File: config.mk
export PLATFORM = sky130hd
export DESIGN_NAME = saes_cipher_core_flat
export DESIGN_NICKNAME = d
export VERILOG_FILES = /design/src/rtl/saes_cipher_core_if.sv /design/src/rtl/saes_cipher_core.sv /design/src/flat_wrapper.sv
export SDC_FILE = /design/constraint.sdc
export NUM_CORES = 1
export LEC_CHECK = 0
export BUFFER_PORTS_ARGS = -buffer_cell sky130_fd_sc_hd__buf_4
export CORE_ASPECT_RATIO = 1.1
export CORE_UTILIZATION = 45
export DETAILED_ROUTE_END_ITERATION = 7
export GPL_TIMING_DRIVEN = 0
export PLACE_DENSITY = 0.68
export SYNTH_ARGS = -nofsm -noshare
export SYNTH_HDL_FRONTEND = slang
export SYNTH_SLANG_ARGS = --single-unit
File: constraint.sdc
create_clock -name clk -period 3.3 [get_ports clk]
set_clock_uncertainty 0.15 [all_clocks]
set_input_delay 0.165 -clock clk [delete_from_list [all_inputs] [get_ports clk]]
set_output_delay 0.165 -clock clk [all_outputs]
set_load 0.01 [all_outputs]
File: src/rtl/saes_cipher_core_if.sv
// saes_cipher_core_if: request/result bundle for the S-AES cipher core.
// Optional decrypt control appears only when SAES_DECRYPT_EN is defined.
//
// Handshake: the master raises start with din/k0/k1/k2 (and decrypt) valid.
// The core samples them only while idle, raises busy for the next two cycles,
// then pulses done for exactly one cycle with dout valid. dout holds until
// the next done. start seen while busy is dropped, not queued.
interface saes_cipher_core_if;
  logic        start;
  logic [15:0] din;
  logic [15:0] k0;
  logic [15:0] k1;
  logic [15:0] k2;
`ifdef SAES_DECRYPT_EN
  logic        decrypt;
`endif
  logic [15:0] dout;
  logic        busy;
  logic        done;
  logic [1:0]  fsm_state;

`ifdef SAES_DECRYPT_EN
  modport master (output start, din, k0, k1, k2, decrypt,
                  input  dout, busy, done, fsm_state);
  modport slave  (input  start, din, k0, k1, k2, decrypt,
                  output dout, busy, done, fsm_state);
`else
  modport master (output start, din, k0, k1, k2,
                  input  dout, busy, done, fsm_state);
  modport slave  (input  start, din, k0, k1, k2,
                  output dout, busy, done, fsm_state);
`endif
endinterface

File: src/rtl/saes_cipher_core.sv
// saes_cipher_core: iterative 16-bit simplified-AES datapath, one round per
// clock, start/busy/done handshake. Define SAES_DECRYPT_EN to add the
// decrypt port and the inverse datapath; the default build is encrypt-only.
module saes_cipher_core (
  input  logic               clk,
  input  logic               nrst,
  saes_cipher_core_if.slave  bus
);

  typedef enum logic [1:0] {
    IDLE = 2'd0,
    RND1 = 2'd1,
    RND2 = 2'd2
  } state_t;

  state_t      state, next_state;
  logic [15:0] st, st_d;
  logic [15:0] k1_lat, k1_d;
  // Key used in the final round: k2 for encrypt, k0 for decrypt.
  logic [15:0] klast_lat, klast_d;
  logic [15:0] dout_r, dout_d;
  logic        busy_r, busy_d;
  logic        done_r, done_d;
  logic [15:0] enc_r1, enc_r2;

  function automatic logic [3:0] sbox(input logic [3:0] x);
    case (x)
      4'h0: sbox = 4'h9;  4'h1: sbox = 4'h4;  4'h2: sbox = 4'hA;  4'h3: sbox = 4'hB;
      4'h4: sbox = 4'hD;  4'h5: sbox = 4'h1;  4'h6: sbox = 4'h8;  4'h7: sbox = 4'h5;
      4'h8: sbox = 4'h6;  4'h9: sbox = 4'h2;  4'hA: sbox = 4'h0;  4'hB: sbox = 4'h3;
      4'hC: sbox = 4'hC;  4'hD: sbox = 4'hE;  4'hE: sbox = 4'hF;  default: sbox = 4'h7;
    endcase
  endfunction

  function automatic logic [15:0] nib_sub(input logic [15:0] x);
    nib_sub = {sbox(x[15:12]), sbox(x[11:8]), sbox(x[7:4]), sbox(x[3:0])};
  endfunction

  // ShiftRows on a 2x2 state only exchanges s1 and s3.
  function automatic logic [15:0] shift_rows(input logic [15:0] x);
    shift_rows = {x[15:12], x[3:0], x[7:4], x[11:8]};
  endfunction

  // Multiply by x in GF(2^4) modulo x^4+x+1.
  function automatic logic [3:0] gf_x2(input logic [3:0] a);
    gf_x2 = {a[2:0], 1'b0} ^ (a[3] ? 4'h3 : 4'h0);
  endfunction

  function automatic logic [3:0] gf_x4(input logic [3:0] a);
    gf_x4 = gf_x2(gf_x2(a));
  endfunction

  function automatic logic [15:0] mix_cols(input logic [15:0] x);
    mix_cols = {x[15:12] ^ gf_x4(x[11:8]), gf_x4(x[15:12]) ^ x[11:8],
                x[7:4]   ^ gf_x4(x[3:0]),  gf_x4(x[7:4])   ^ x[3:0]};
  endfunction

  assign enc_r1 = mix_cols(shift_rows(nib_sub(st))) ^ k1_lat;
  assign enc_r2 = shift_rows(nib_sub(st)) ^ klast_lat;

`ifdef SAES_DECRYPT_EN
  logic        dec_lat, dec_d;
  logic [15:0] dec_r1, dec_r2;

  function automatic logic [3:0] inv_sbox(input logic [3:0] x);
    case (x)
      4'h0: inv_sbox = 4'hA;  4'h1: inv_sbox = 4'h5;  4'h2: inv_sbox = 4'h9;  4'h3: inv_sbox = 4'hB;
      4'h4: inv_sbox = 4'h1;  4'h5: inv_sbox = 4'h7;  4'h6: inv_sbox = 4'h8;  4'h7: inv_sbox = 4'hF;
      4'h8: inv_sbox = 4'h6;  4'h9: inv_sbox = 4'h0;  4'hA: inv_sbox = 4'h2;  4'hB: inv_sbox = 4'h3;
      4'hC: inv_sbox = 4'hC;  4'hD: inv_sbox = 4'h4;  4'hE: inv_sbox = 4'hD;  default: inv_sbox = 4'hE;
    endcase
  endfunction

  function automatic logic [15:0] inv_nib_sub(input logic [15:0] x);
    inv_nib_sub = {inv_sbox(x[15:12]), inv_sbox(x[11:8]), inv_sbox(x[7:4]), inv_sbox(x[3:0])};
  endfunction

  // 9*a = 8*a ^ a
  function automatic logic [3:0] gf_x9(input logic [3:0] a);
    gf_x9 = gf_x2(gf_x4(a)) ^ a;
  endfunction

  function automatic logic [15:0] inv_mix_cols(input logic [15:0] x);
    inv_mix_cols = {gf_x9(x[15:12]) ^ gf_x2(x[11:8]), gf_x2(x[15:12]) ^ gf_x9(x[11:8]),
                    gf_x9(x[7:4])   ^ gf_x2(x[3:0]),  gf_x2(x[7:4])   ^ gf_x9(x[3:0])};
  endfunction

  assign dec_r1 = inv_mix_cols(inv_nib_sub(shift_rows(st)) ^ k1_lat);
  assign dec_r2 = inv_nib_sub(shift_rows(st)) ^ klast_lat;

  // Direction flag captured at acceptance and held for the transaction.
  always_ff @(posedge clk) begin
    if (!nrst) dec_lat <= 1'b0;
    else       dec_lat <= dec_d;
  end
`endif

  // Next-state and datapath updates; every target defaults to holding.
  always_comb begin
    next_state = state;
    st_d       = st;
    k1_d       = k1_lat;
    klast_d    = klast_lat;
    dout_d     = dout_r;
    busy_d     = busy_r;
    done_d     = 1'b0;
`ifdef SAES_DECRYPT_EN
    dec_d      = dec_lat;
`endif
    case (state)
      IDLE: begin
        if (bus.start) begin
`ifdef SAES_DECRYPT_EN
          dec_d   = bus.decrypt;
          st_d    = bus.din ^ (bus.decrypt ? bus.k2 : bus.k0);
          klast_d = bus.decrypt ? bus.k0 : bus.k2;
`else
          st_d    = bus.din ^ bus.k0;
          klast_d = bus.k2;
`endif
          k1_d       = bus.k1;
          busy_d     = 1'b1;
          next_state = RND1;
        end
      end
      RND1: begin
`ifdef SAES_DECRYPT_EN
        st_d = dec_lat ? dec_r1 : enc_r1;
`else
        st_d = enc_r1;
`endif
        next_state = RND2;
      end
      RND2: begin
`ifdef SAES_DECRYPT_EN
        dout_d = dec_lat ? dec_r2 : enc_r2;
`else
        dout_d = enc_r2;
`endif
        done_d     = 1'b1;
        busy_d     = 1'b0;
        next_state = IDLE;
      end
      default: next_state = IDLE;
    endcase
  end

  // State, datapath and output registers; reset aborts any transaction.
  always_ff @(posedge clk) begin
    if (!nrst) begin
      state     <= IDLE;
      st        <= 16'h0000;
      k1_lat    <= 16'h0000;
      klast_lat <= 16'h0000;
      dout_r    <= 16'h0000;
      busy_r    <= 1'b0;
      done_r    <= 1'b0;
    end else begin
      state     <= next_state;
      st        <= st_d;
      k1_lat    <= k1_d;
      klast_lat <= klast_d;
      dout_r    <= dout_d;
      busy_r    <= busy_d;
      done_r    <= done_d;
    end
  end

  assign bus.dout      = dout_r;
  assign bus.busy      = busy_r;
  assign bus.done      = done_r;
  assign bus.fsm_state = state;

endmodule

File: src/flat_wrapper.sv
// flat-port wrapper written by rule: the top's interface ports become plain ports
module saes_cipher_core_flat 
  (clk, nrst, bus_start, bus_din, bus_k0, bus_k1, bus_k2, bus_dout, bus_busy, bus_done, bus_fsm_state);
  saes_cipher_core_if bus_i ();
  input  logic clk;
  input  logic nrst;
  input wire logic [$bits(bus_i.start)-1:0] bus_start;
  input wire logic [$bits(bus_i.din)-1:0] bus_din;
  input wire logic [$bits(bus_i.k0)-1:0] bus_k0;
  input wire logic [$bits(bus_i.k1)-1:0] bus_k1;
  input wire logic [$bits(bus_i.k2)-1:0] bus_k2;
  output wire logic [$bits(bus_i.dout)-1:0] bus_dout;
  output wire logic [$bits(bus_i.busy)-1:0] bus_busy;
  output wire logic [$bits(bus_i.done)-1:0] bus_done;
  output wire logic [$bits(bus_i.fsm_state)-1:0] bus_fsm_state;
  assign bus_i.start = bus_start;
  assign bus_i.din = bus_din;
  assign bus_i.k0 = bus_k0;
  assign bus_i.k1 = bus_k1;
  assign bus_i.k2 = bus_k2;
  assign bus_dout = bus_i.dout;
  assign bus_busy = bus_i.busy;
  assign bus_done = bus_i.done;
  assign bus_fsm_state = bus_i.fsm_state;
  saes_cipher_core u_core (.clk(clk), .nrst(nrst), .bus(bus_i));
endmodule
==> impl_metrics.py, run 1 <==
metrics = {
    "status": {
        "status": "finished clean",
    },
    "critical_path": {
        "reg2reg_slack_ns": 0.24,
        "cp-end-kind": "register",
        "worstPathMaxFanout": 10,
        "critPathKind": "register to register",
        "rr_worst_depth": 10,
        "cp.buffers_inverters": 5,
        "cp_data_required_time_ns": 3.38,
        "r2r-start": "u_core.bus.fsm_state[1]$_SDFFE_PN0P_",
        "start_kind": "register",
        "cp_slowest_cell": "o21ai_0",
        "path_cells": "buf_6 -> nor2b_1 -> buf_2 -> nand2_1 -> buf_2 -> o21ai_0 -> inv_1 -> ha_1 -> inv_1 -> mux4_2",
        "max_stage_delay_ns": 0.54,
        "cp.arrival_ns": 3.14,
        "critical-path-top-delay-family": "buffers and inverters",
    },
    "timing": {
        "setup_viol": 0,
        "setup-tns-final_ns": 0,
        "fmax_ghz": 0.327,
        "tightest_slew_ns": 1.02,
        "min_period_ns": 3.06,
        "drv_slew": 0,
        "relSlewSlack_pct": 32.1,
        "hold_viol_final": 0,
        "final.period_utilization_pct": 92.6,
        "rsz0062_at_grt": "false",
    },
    "hold_path": {
        "hold_path_class": "primary input to register",
        "worst_hold_path.endpoint": "u_core.st[9]$_SDFFE_PN0N_",
        "hp-start": "bus_k0[9]",
        "min_path_cells": 4,
    },
    "pwr": {
        "power.leakage_uw": 0.00231,
        "vdd_ir_drop_max_uv": 270,
        "finalPower_uw": 3070,
        "p_per_area_nw_per_um2": 554,
    },
    "die": {
        "placementRows": 36,
        "die_area_um2": 9780,
        "die_h_um": 104,
        "start_util_pct": 46.9,
        "coreArea_um2": 9010,
        "io_pins": 87,
        "die_w_um": 94.4,
    },
    "finish": {
        "stdcell_area_um2": 5540,
        "fin_nets": 681,
        "layout.area.seq_um2": 1680,
        "multi_input_area_um2": 2350,
        "drive_gt1_share_pct": 20.7,
        "antenna_cells": 0,
        "syn2layout_area_growth_pct": 31.0,
        "fillCellCount": 822,
    },
    "cts": {
        "clockRootBuffer": "clkbuf_8",
        "cts_resized": 0,
        "cts_buffer_depth": 2,
        "cts.sinks": 84,
        "cts_buffers": 9,
        "cts_max_level": 3,
        "cts_tree": "built",
        "clock_latency_ns": 0.36,
        "cts.clk_slew.worst_paths_ns": 0.09,
    },
    "placement": {
        "gp_congestion": 0.867,
        "portBuffers": 86,
        "hpwl_um": 7910,
        "dpl_cell_area_um2": 5010,
    },
    "detailed_routing": {
        "drt_pass1_iterations": 5,
        "drtAntennaViolNets": 0,
        "drt-initial-drc-count": 221,
        "routed_wl_um": 10300,
        "vias": 3611,
        "avgViaCountPerCell": 5.09,
        "wire_per_inst_um": 14.5,
        "drc": 0,
    },
    "yosys": {
        "synth_edf_count": 0,
        "synthTopCellsByArea": "dfxtp_1 40%, xnor2_1 7.9%, ha_1 7.1%",
        "netlist.top_cell.by_area": "dfxtp_1",
        "synth_nets": 551,
        "synthCells": 460,
        "yosysWarnings": 0,
        "synth.distinct_cells": 47,
        "yosys_most_used_dff": "dfxtp_1",
        "synth_top_area_share_pct": 39.8,
        "ys_ff_latch": 84,
        "ys_seq_area_share_pct": 39.8,
        "async_flop_share_pct": 0,
        "avgSynthCellArea_um2": 9.19,
        "synth_area_um2": 4230,
    },
    "grt": {
        "grt_start_max_net_pins": 17,
        "grt_pass1_wl_um": 16900,
        "track_usage_pct": 22.4,
        "antenna_found_initial": 0,
        "grt_pass1_vias": 3518,
        "overflow": 0,
    },
    "run": {
        "drv_cap": 0,
    },
}
cell usage after synthesis, types with 2 or more instances:
cell type	instances
a22o_1	2
mux2_1	2
buf_2	2
clkbuf_1	20
or3_1	3
o211ai_1	3
nor3_1	5
inv_2	2
and2_1	9
o21ai_0	11
xnor2_1	38
a221o_1	2
a21oi_1	37
o21a_1	2
xnor3_1	2
inv_1	17
mux2_2	5
nor3b_1	2
xor2_1	24
a32oi_1	7
o22ai_1	3
dfxtp_1	84
o21ai_2	4
buf_6	3
ha_1	24
o2bb2ai_1	2
a211oi_1	17
mux2i_1	14
nand2b_1	5
nor2_1	20
nand2_1	73
cells by family after synthesis:
group | after synthesis | share of synthesized area, %
xor+xnor | 64 | 13.9
compound gates | 99 | 16.1
mux | 22 | 5.71
flops | 84 | 39.8
simple gates | 122 | 12.8
buf+inv | 45 | 4.59
fa+ha+maj | 24 | 7.10
worst reg2reg max path, delay by kind of cell, from the launching register on:
| kind | cells | cell delay [ns] |
|---|---|---|
| fa+ha+maj | 1 | 0.36 |
| simple gates | 2 | 0.22 |
| buf+inv | 5 | 0.84 |
| compound gates | 1 | 0.54 |
| flops | 1 | 0.37 |
| mux | 1 | 0.45 |
worst max path at each step:
stage,startpoint,endpoint,slack [ns],cells past startpoint
after floorplan,u_core.bus.fsm_state[1]$_SDFFE_PN0P_,register,0.72,10
after global placement,u_core.bus.fsm_state[1]$_SDFFE_PN0P_,register,0.39,10
after detailed placement,u_core.bus.fsm_state[1]$_SDFFE_PN0P_,register,0.29,10
after CTS,u_core.bus.fsm_state[1]$_SDFFE_PN0P_,register,0.28,10
after global routing,u_core.bus.fsm_state[1]$_SDFFE_PN0P_,register,0.12,10
final,u_core.bus.fsm_state[1]$_SDFFE_PN0P_,register,0.24,10
routing by layer:
layer,wire (µm),GRT usage [%],part of all wire (%)
met1,4500,28.8,44
met2,4950,37.0,48
met3,620,3.23,6.0
met4,246,9.56,2.4
met5,0,0,0
power breakdown:
| part | switching (µW) | internal [µW] |
|---|---|---|
| Clock | 409 | 309 |
| Combinational | 551 | 519 |
| Sequential | 124 | 1160 |
layout by cell type (no fill, tap or decap), types with 3 or more instances in the layout:
master,synthesis,layout
o22ai_1,3,3
nor3_1,5,5
inv_1,17,17
clkbuf_1,20,20
a32oi_1,7,7
xor2_1,24,24
buf_4,0,86
clkinv_4,0,3
a211oi_1,17,17
mux2_2,5,5
nand2b_1,5,5
xnor2_1,38,38
dlygate4sd3_1,0,33
or3_1,3,3
o21ai_0,11,11
clkbuf_8,0,10
a21oi_1,37,37
buf_6,3,3
nor2_1,20,20
o211ai_1,3,3
o21ai_2,4,4
nand2_1,73,73
and2_1,9,9
ha_1,24,24
dfxtp_1,84,84
mux2i_1,14,14
metrics by stage:
stage | utilization (%) | instances | setup slack, ns | hold WS, ns
after floorplan | - | 460 | 0.722 | 0.151
after global placement | 55.7 | 660 | 0.386 | 0.264
after detailed placement | 55.7 | 660 | 0.289 | 0.273
after CTS | 61.5 | 709 | 0.279 | 0.0659
after global routing | 61.5 | 709 | 0.116 | 0.0925
final | 61.5 | 709 | 0.244 | 0.0598
final cells by class:
class | count | share of cell area [%]
multi-input combinational | 331 | 42.5
timing repair buffer | 119 | 17.6
buffer | 25 | 2.15
inverter | 20 | 1.36
clock buffer | 10 | 2.49
clock inverter | 6 | 0.994
sequential | 84 | 30.4
tap | 114 | 2.58
what timing repair did:
item                                   CTS  global route
hold buffers                            33             0
endpoints found under the hold margin   33             0
buffers inserted                         0             0
Note: power is estimated with default switching activity, not from simulation.
==> run 2, diff against run 1 <==
--- a/config.mk
+++ b/config.mk
@@ -11,6 +11,7 @@
 export DETAILED_ROUTE_END_ITERATION = 7
 export GPL_TIMING_DRIVEN = 0
 export PLACE_DENSITY = 0.68
+export RECOVER_POWER = 25
 export SYNTH_ARGS = -nofsm -noshare
 export SYNTH_HDL_FRONTEND = slang
 export SYNTH_SLANG_ARGS = --single-unit
==> run 2 against run 1 <==
  * Cell count is the same
  * Via count grew 0.22%
  * Non-clock buffer count is the same
  * Core utilization shrank 0.93 points
  * Setup slack gained 0.050 ns
  * Count of clock-buffer cells in the layout is the same
  * Register-to-register slack gained 0.05 ns
  * First-iteration DRC count grew 2.7%
  * Flip-flop and latch count is the same
  * Largest cell class unchanged
==> impl_metrics.py, run 2 (same netlist as run 1, synthesis figures left out) <==
metrics = {
    "detailed_routing": {
        "drtAntennaViolNets": 0,
        "drc": 0,
        "routed_wl_um": 10300,
        "avgViaCountPerCell": 5.10,
        "wire_per_inst_um": 14.6,
        "drt-initial-drc-count": 227,
        "vias": 3619,
        "drt_pass1_iterations": 6,
    },
    "timing": {
        "tightest_slew_ns": 1.12,
        "setup_viol": 0,
        "final.period_utilization_pct": 91.1,
        "rsz0062_at_grt": "false",
        "whs_ns": 0.0617,
        "setup-tns-final_ns": 0,
        "min_period_ns": 3.01,
        "fmax_ghz": 0.333,
        "relSlewSlack_pct": 24.6,
        "hold_viol_final": 0,
        "drv_slew": 0,
    },
    "critical_path": {
        "rr_worst_depth": 10,
        "reg2reg_slack_ns": 0.29,
        "cp-end-kind": "register",
        "cp_data_required_time_ns": 3.39,
        "start_kind": "register",
        "worstPathMaxFanout": 10,
        "r2r-start": "u_core.bus.fsm_state[1]$_SDFFE_PN0P_",
        "critPathKind": "register to register",
        "cp.arrival_ns": 3.09,
    },
    "cts": {
        "cts_buffers": 9,
        "clockRootBuffer": "clkbuf_8",
        "cts.sinks": 84,
        "cts_max_level": 3,
        "cts.clk_slew.worst_paths_ns": 0.09,
        "cts_tree": "built",
        "cts_buffer_depth": 2,
        "clock_latency_ns": 0.36,
    },
    "die": {
        "die_h_um": 104,
        "die_area_um2": 9780,
        "die_w_um": 94.4,
        "placementRows": 36,
        "io_pins": 87,
        "coreArea_um2": 9010,
        "start_util_pct": 46.9,
    },
    "grt": {
        "track_usage_pct": 22.4,
        "grt_start_max_net_pins": 17,
        "antenna_found_initial": 0,
        "overflow": 0,
        "grt_pass1_vias": 3518,
        "grt_pass1_wl_um": 16900,
    },
    "placement": {
        "gp_congestion": 0.867,
        "portBuffers": 86,
        "hpwl_um": 7910,
        "dpl_cell_area_um2": 5010,
    },
    "pwr": {
        "power.leakage_uw": 0.00222,
        "p_per_area_nw_per_um2": 560,
        "vdd_ir_drop_max_uv": 269,
    },
    "finish": {
        "drive_gt1_share_pct": 16.8,
        "final_common_cell": "dfxtp_1",
        "antenna_cells": 0,
        "fin_nets": 681,
        "stdcell_area_um2": 5450,
        "layout_common_cells": "84 x dfxtp_1, 73 x nand2_1, 66 x buf_4",
        "syn2layout_area_growth_pct": 29.0,
        "finish.utilization_pct": 60.5,
    },
    "hold_path": {
        "min_path_cells": 4,
        "worst_hold_path.endpoint": "u_core.st[9]$_SDFFE_PN0N_",
        "hold_path_class": "primary input to register",
        "hp-start": "bus_k0[9]",
    },
    "run": {
        "drv_cap": 0,
    },
    "status": {
        "status": "finished clean",
    },
}
==> run 2: how the worst max path moves through the flow <==
stage | from | to | slack, ns | cells after the start
after global routing | u_core.bus.fsm_state[1]$_SDFFE_PN0P_ | register | 0.15 | 10
after floorplan | u_core.bus.fsm_state[1]$_SDFFE_PN0P_ | register | 0.72 | 10
after CTS | u_core.bus.fsm_state[1]$_SDFFE_PN0P_ | register | 0.28 | 10
after detailed placement | u_core.bus.fsm_state[1]$_SDFFE_PN0P_ | register | 0.29 | 10
final | u_core.bus.fsm_state[1]$_SDFFE_PN0P_ | register | 0.29 | 10
after global placement | u_core.bus.fsm_state[1]$_SDFFE_PN0P_ | register | 0.39 | 10
==> run 2: per-layer routing <==
metal | global-route usage [%] | routed length (µm)
met1 | 28.8 | 4580
met4 | 9.56 | 248
met3 | 3.23 | 561
met5 | 0 | 0
met2 | 37.0 | 4940
==> run 2: through the flow <==
stage          power, µW  setup WS [ns]  cells
2_1_floorplan       2020          0.722    460
3_3_place_gp        2310          0.386    660
3_5_place_dp        2340          0.289    660
4_1_cts             3090          0.279    709
5_1_grt             3230          0.154    709
6_report            3060          0.294    709
==> run 2: what timing repair did <==
action / 4_1_cts / 5_1_grt
hold buffers: 33 / 0
resized for setup: 0 / 0
endpoints found under the hold margin: 33 / 0
buffers inserted: 0 / 0
==> run 2: worst max-delay path, cell delays in order, from the launching register on <==
cell and delay [ns]:
dfxtp_1 0.36, buf_6 0.15, nor2b_1 0.10, buf_2 0.22
nand2_1 0.10, buf_2 0.20, o21ai_0 0.53, inv_1 0.21
ha_1 0.36, inv_1 0.04, mux4_2 0.45
==> run 2: power breakdown <==
group	internal [µW]	leakage, µW	switching (µW)
Clock	309	0.0000994	409
Sequential	1160	0.000692	123
Combinational	509	0.00143	551
Total	1970	0.00222	1080
==> run 2: final cells by class <==
class	instances	area (µm²)
clock inverters	6	55.1
fillers	850	3550
flip-flops and latches	84	1680
well taps	114	143
inverters	20	75.1
multi-input cells	331	2340
plain buffers	25	119
repair buffers	119	901
clock buffers	10	138
==> run 3, diff against run 2 <==
--- a/config.mk
+++ b/config.mk
@@ -10,8 +10,10 @@
 export CORE_UTILIZATION = 45
 export DETAILED_ROUTE_END_ITERATION = 7
 export GPL_TIMING_DRIVEN = 0
+export HOLD_SLACK_MARGIN = 0.03
 export PLACE_DENSITY = 0.68
 export RECOVER_POWER = 25
+export SETUP_SLACK_MARGIN = 0.4
 export SYNTH_ARGS = -nofsm -noshare
 export SYNTH_HDL_FRONTEND = slang
 export SYNTH_SLANG_ARGS = --single-unit
==> run 3 against run 2 <==
  * Via count rose by 0.22%
  * Critical path depth rose by 1
  * Worst hold slack improved by 0.0089 ns
  * Maximum frequency rose by 5.0%
  * Die area unchanged
  * Register-to-register slack improved by 0.14 ns
  * Power up 0.55%
  * Combinational power about the same
  * Count of clock-buffer cells in the layout stayed put
  * Cell count stayed put
  * Design area grew 0.34%
  * Wire length increased by 0.35%
==> impl_metrics.py, run 3 (same netlist as run 1, synthesis figures left out) <==
metrics = {
    "status": {
        "status": "finished clean",
    },
    "critical_path": {
        "worstPathMaxFanout": 10,
        "cp_slowest_cell": "o21ai_1",
        "critPathKind": "register to register",
        "crit_start": "u_core.bus.fsm_state[1]$_SDFFE_PN0P_",
        "r2r-start": "u_core.bus.fsm_state[1]$_SDFFE_PN0P_",
        "rr_worst_depth": 11,
        "max_stage_delay_ns": 0.38,
        "cp.arrival_ns": 2.98,
        "cp.buffers_inverters": 4,
        "cp_data_required_time_ns": 3.42,
        "cp-end-kind": "register",
        "start_kind": "register",
        "reg2reg_slack_ns": 0.44,
        "critical-path-top-delay-family": "buffers and inverters",
        "path_cells": "buf_6 -> nor2b_1 -> buf_2 -> nand2_1 -> clkbuf_1 -> o21ai_1 -> inv_1 -> ha_1 -> nand2b_1 -> o32a_1 -> o211a_1",
    },
    "detailed_routing": {
        "drtAntennaViolNets": 0,
        "drt-initial-drc-count": 180,
        "drt_pass1_iterations": 4,
        "drc": 0,
        "avgViaCountPerCell": 5.12,
        "vias": 3627,
        "routed_wl_um": 10400,
        "wire_per_inst_um": 14.6,
    },
    "finish": {
        "finish.utilization_pct": 60.8,
        "syn2layout_area_growth_pct": 29.5,
        "layout_common_cells": "84 x dfxtp_1, 73 x nand2_1, 67 x buf_4",
        "layout.area.seq_um2": 1680,
        "drive_gt1_share_pct": 17.8,
        "final_common_cell": "dfxtp_1",
        "antenna_cells": 0,
        "fin_nets": 681,
        "multi_input_area_um2": 2360,
        "fillCellCount": 848,
    },
    "hold_path": {
        "hp-start": "bus_k0[13]",
        "worst_hold_path.endpoint": "u_core.st[13]$_SDFFE_PN0N_",
        "min_path_cells": 4,
        "hold_path_class": "primary input to register",
    },
    "die": {
        "coreArea_um2": 9010,
        "placementRows": 36,
        "die_area_um2": 9780,
        "start_util_pct": 46.9,
        "die_w_um": 94.4,
        "die_h_um": 104,
        "io_pins": 87,
    },
    "timing": {
        "hold_viol_final": 0,
        "fmax_ghz": 0.349,
        "tightest_slew_ns": 1.02,
        "relSlewSlack_pct": 31.8,
        "rsz0062_at_grt": "true",
        "setup_viol": 0,
        "whs_ns": 0.0706,
        "drv_slew": 0,
        "final.period_utilization_pct": 86.7,
        "setup-tns-final_ns": 0,
        "min_period_ns": 2.86,
    },
    "placement": {
        "hpwl_um": 7910,
        "gp_congestion": 0.867,
        "portBuffers": 86,
    },
    "cts": {
        "clock_latency_ns": 0.36,
        "clockRootBuffer": "clkbuf_8",
        "cts_buffer_depth": 2,
        "cts.clk_slew.worst_paths_ns": 0.10,
        "cts_max_level": 3,
        "cts.sinks": 84,
        "cts_tree": "built",
        "cts_buffers": 9,
    },
    "run": {
        "drv_cap": 0,
    },
    "grt": {
        "track_usage_pct": 22.5,
        "grt_pass1_vias": 3521,
        "overflow": 0,
        "gr-usage-met2_pct": 37.0,
        "grt-busiest-layer": "met2",
        "grt.met3_usage_pct": 3.23,
        "grtUsageMet1_pct": 28.8,
        "grt_start_max_net_pins": 17,
        "antenna_found_initial": 0,
        "grt_pass1_wl_um": 16900,
    },
    "pwr": {
        "p_per_area_nw_per_um2": 562,
        "vdd_ir_drop_max_uv": 276,
        "power.leakage_uw": 0.00223,
    },
}
## run 3: metal layers
metal / vias to the layer above / share of wire, %
li1: 1828 / -
met1: 1668 / 45
met2: 112 / 48
met3: 19 / 4.8
met4: 0 / 2.4
met5: - / 0
## run 3: worst reg2reg max path, cell delays in order, from the launching register on
cell      delay, ns
dfxtp_1        0.37
buf_6          0.16
nor2b_1        0.11
buf_2          0.22
nand2_1        0.13
clkbuf_1       0.28
o21ai_1        0.38
inv_1          0.18
ha_1           0.23
nand2b_1       0.14
o32a_1         0.31
o211a_1        0.11
## run 3: layout make-up
class	count	share of cell area (%)
clock inverters	6	1.01
repair buffers	119	16.5
flip-flops and latches	84	30.7
clock buffers	10	2.51
plain buffers	25	2.17
multi-input cells	331	43.1
well taps	114	2.61
inverters	20	1.37
## run 3: power by group
group	switching [µW]	internal (µW)	leakage, µW
Sequential	124	1160	0.000692
Combinational	560	513	0.00144
Clock	412	309	0.0000994
## run 3: worst max-delay path by stage
stage               slack, ns  depth (start not counted)  endpoint
floorplan                0.72                         10  register
global placement         0.39                         10  register
detailed placement       0.29                         10  register
CTS                      0.42                         11  register
global route             0.23                         10  register
finish                   0.44                         11  register
## run 3: through the flow
step                      total power, µW  cells  area, µm²  setup slack [ns]
after CTS                            3090    709       5540             0.415
after floorplan                      2020    460       4230             0.722
final                                3070    709       5470             0.438
after detailed placement             2340    660       5010             0.289
after global placement               2310    660       5010             0.386
after global routing                 3250    709       5470             0.230
## run 3: repair_timing
action / in CTS / in global routing
hold buffers: 33 / 0
setup endpoints to repair: 1 / 10
setup buffers: 0 / 0
hold endpoints to repair: 35 / 0
resized for setup: 1 / 10
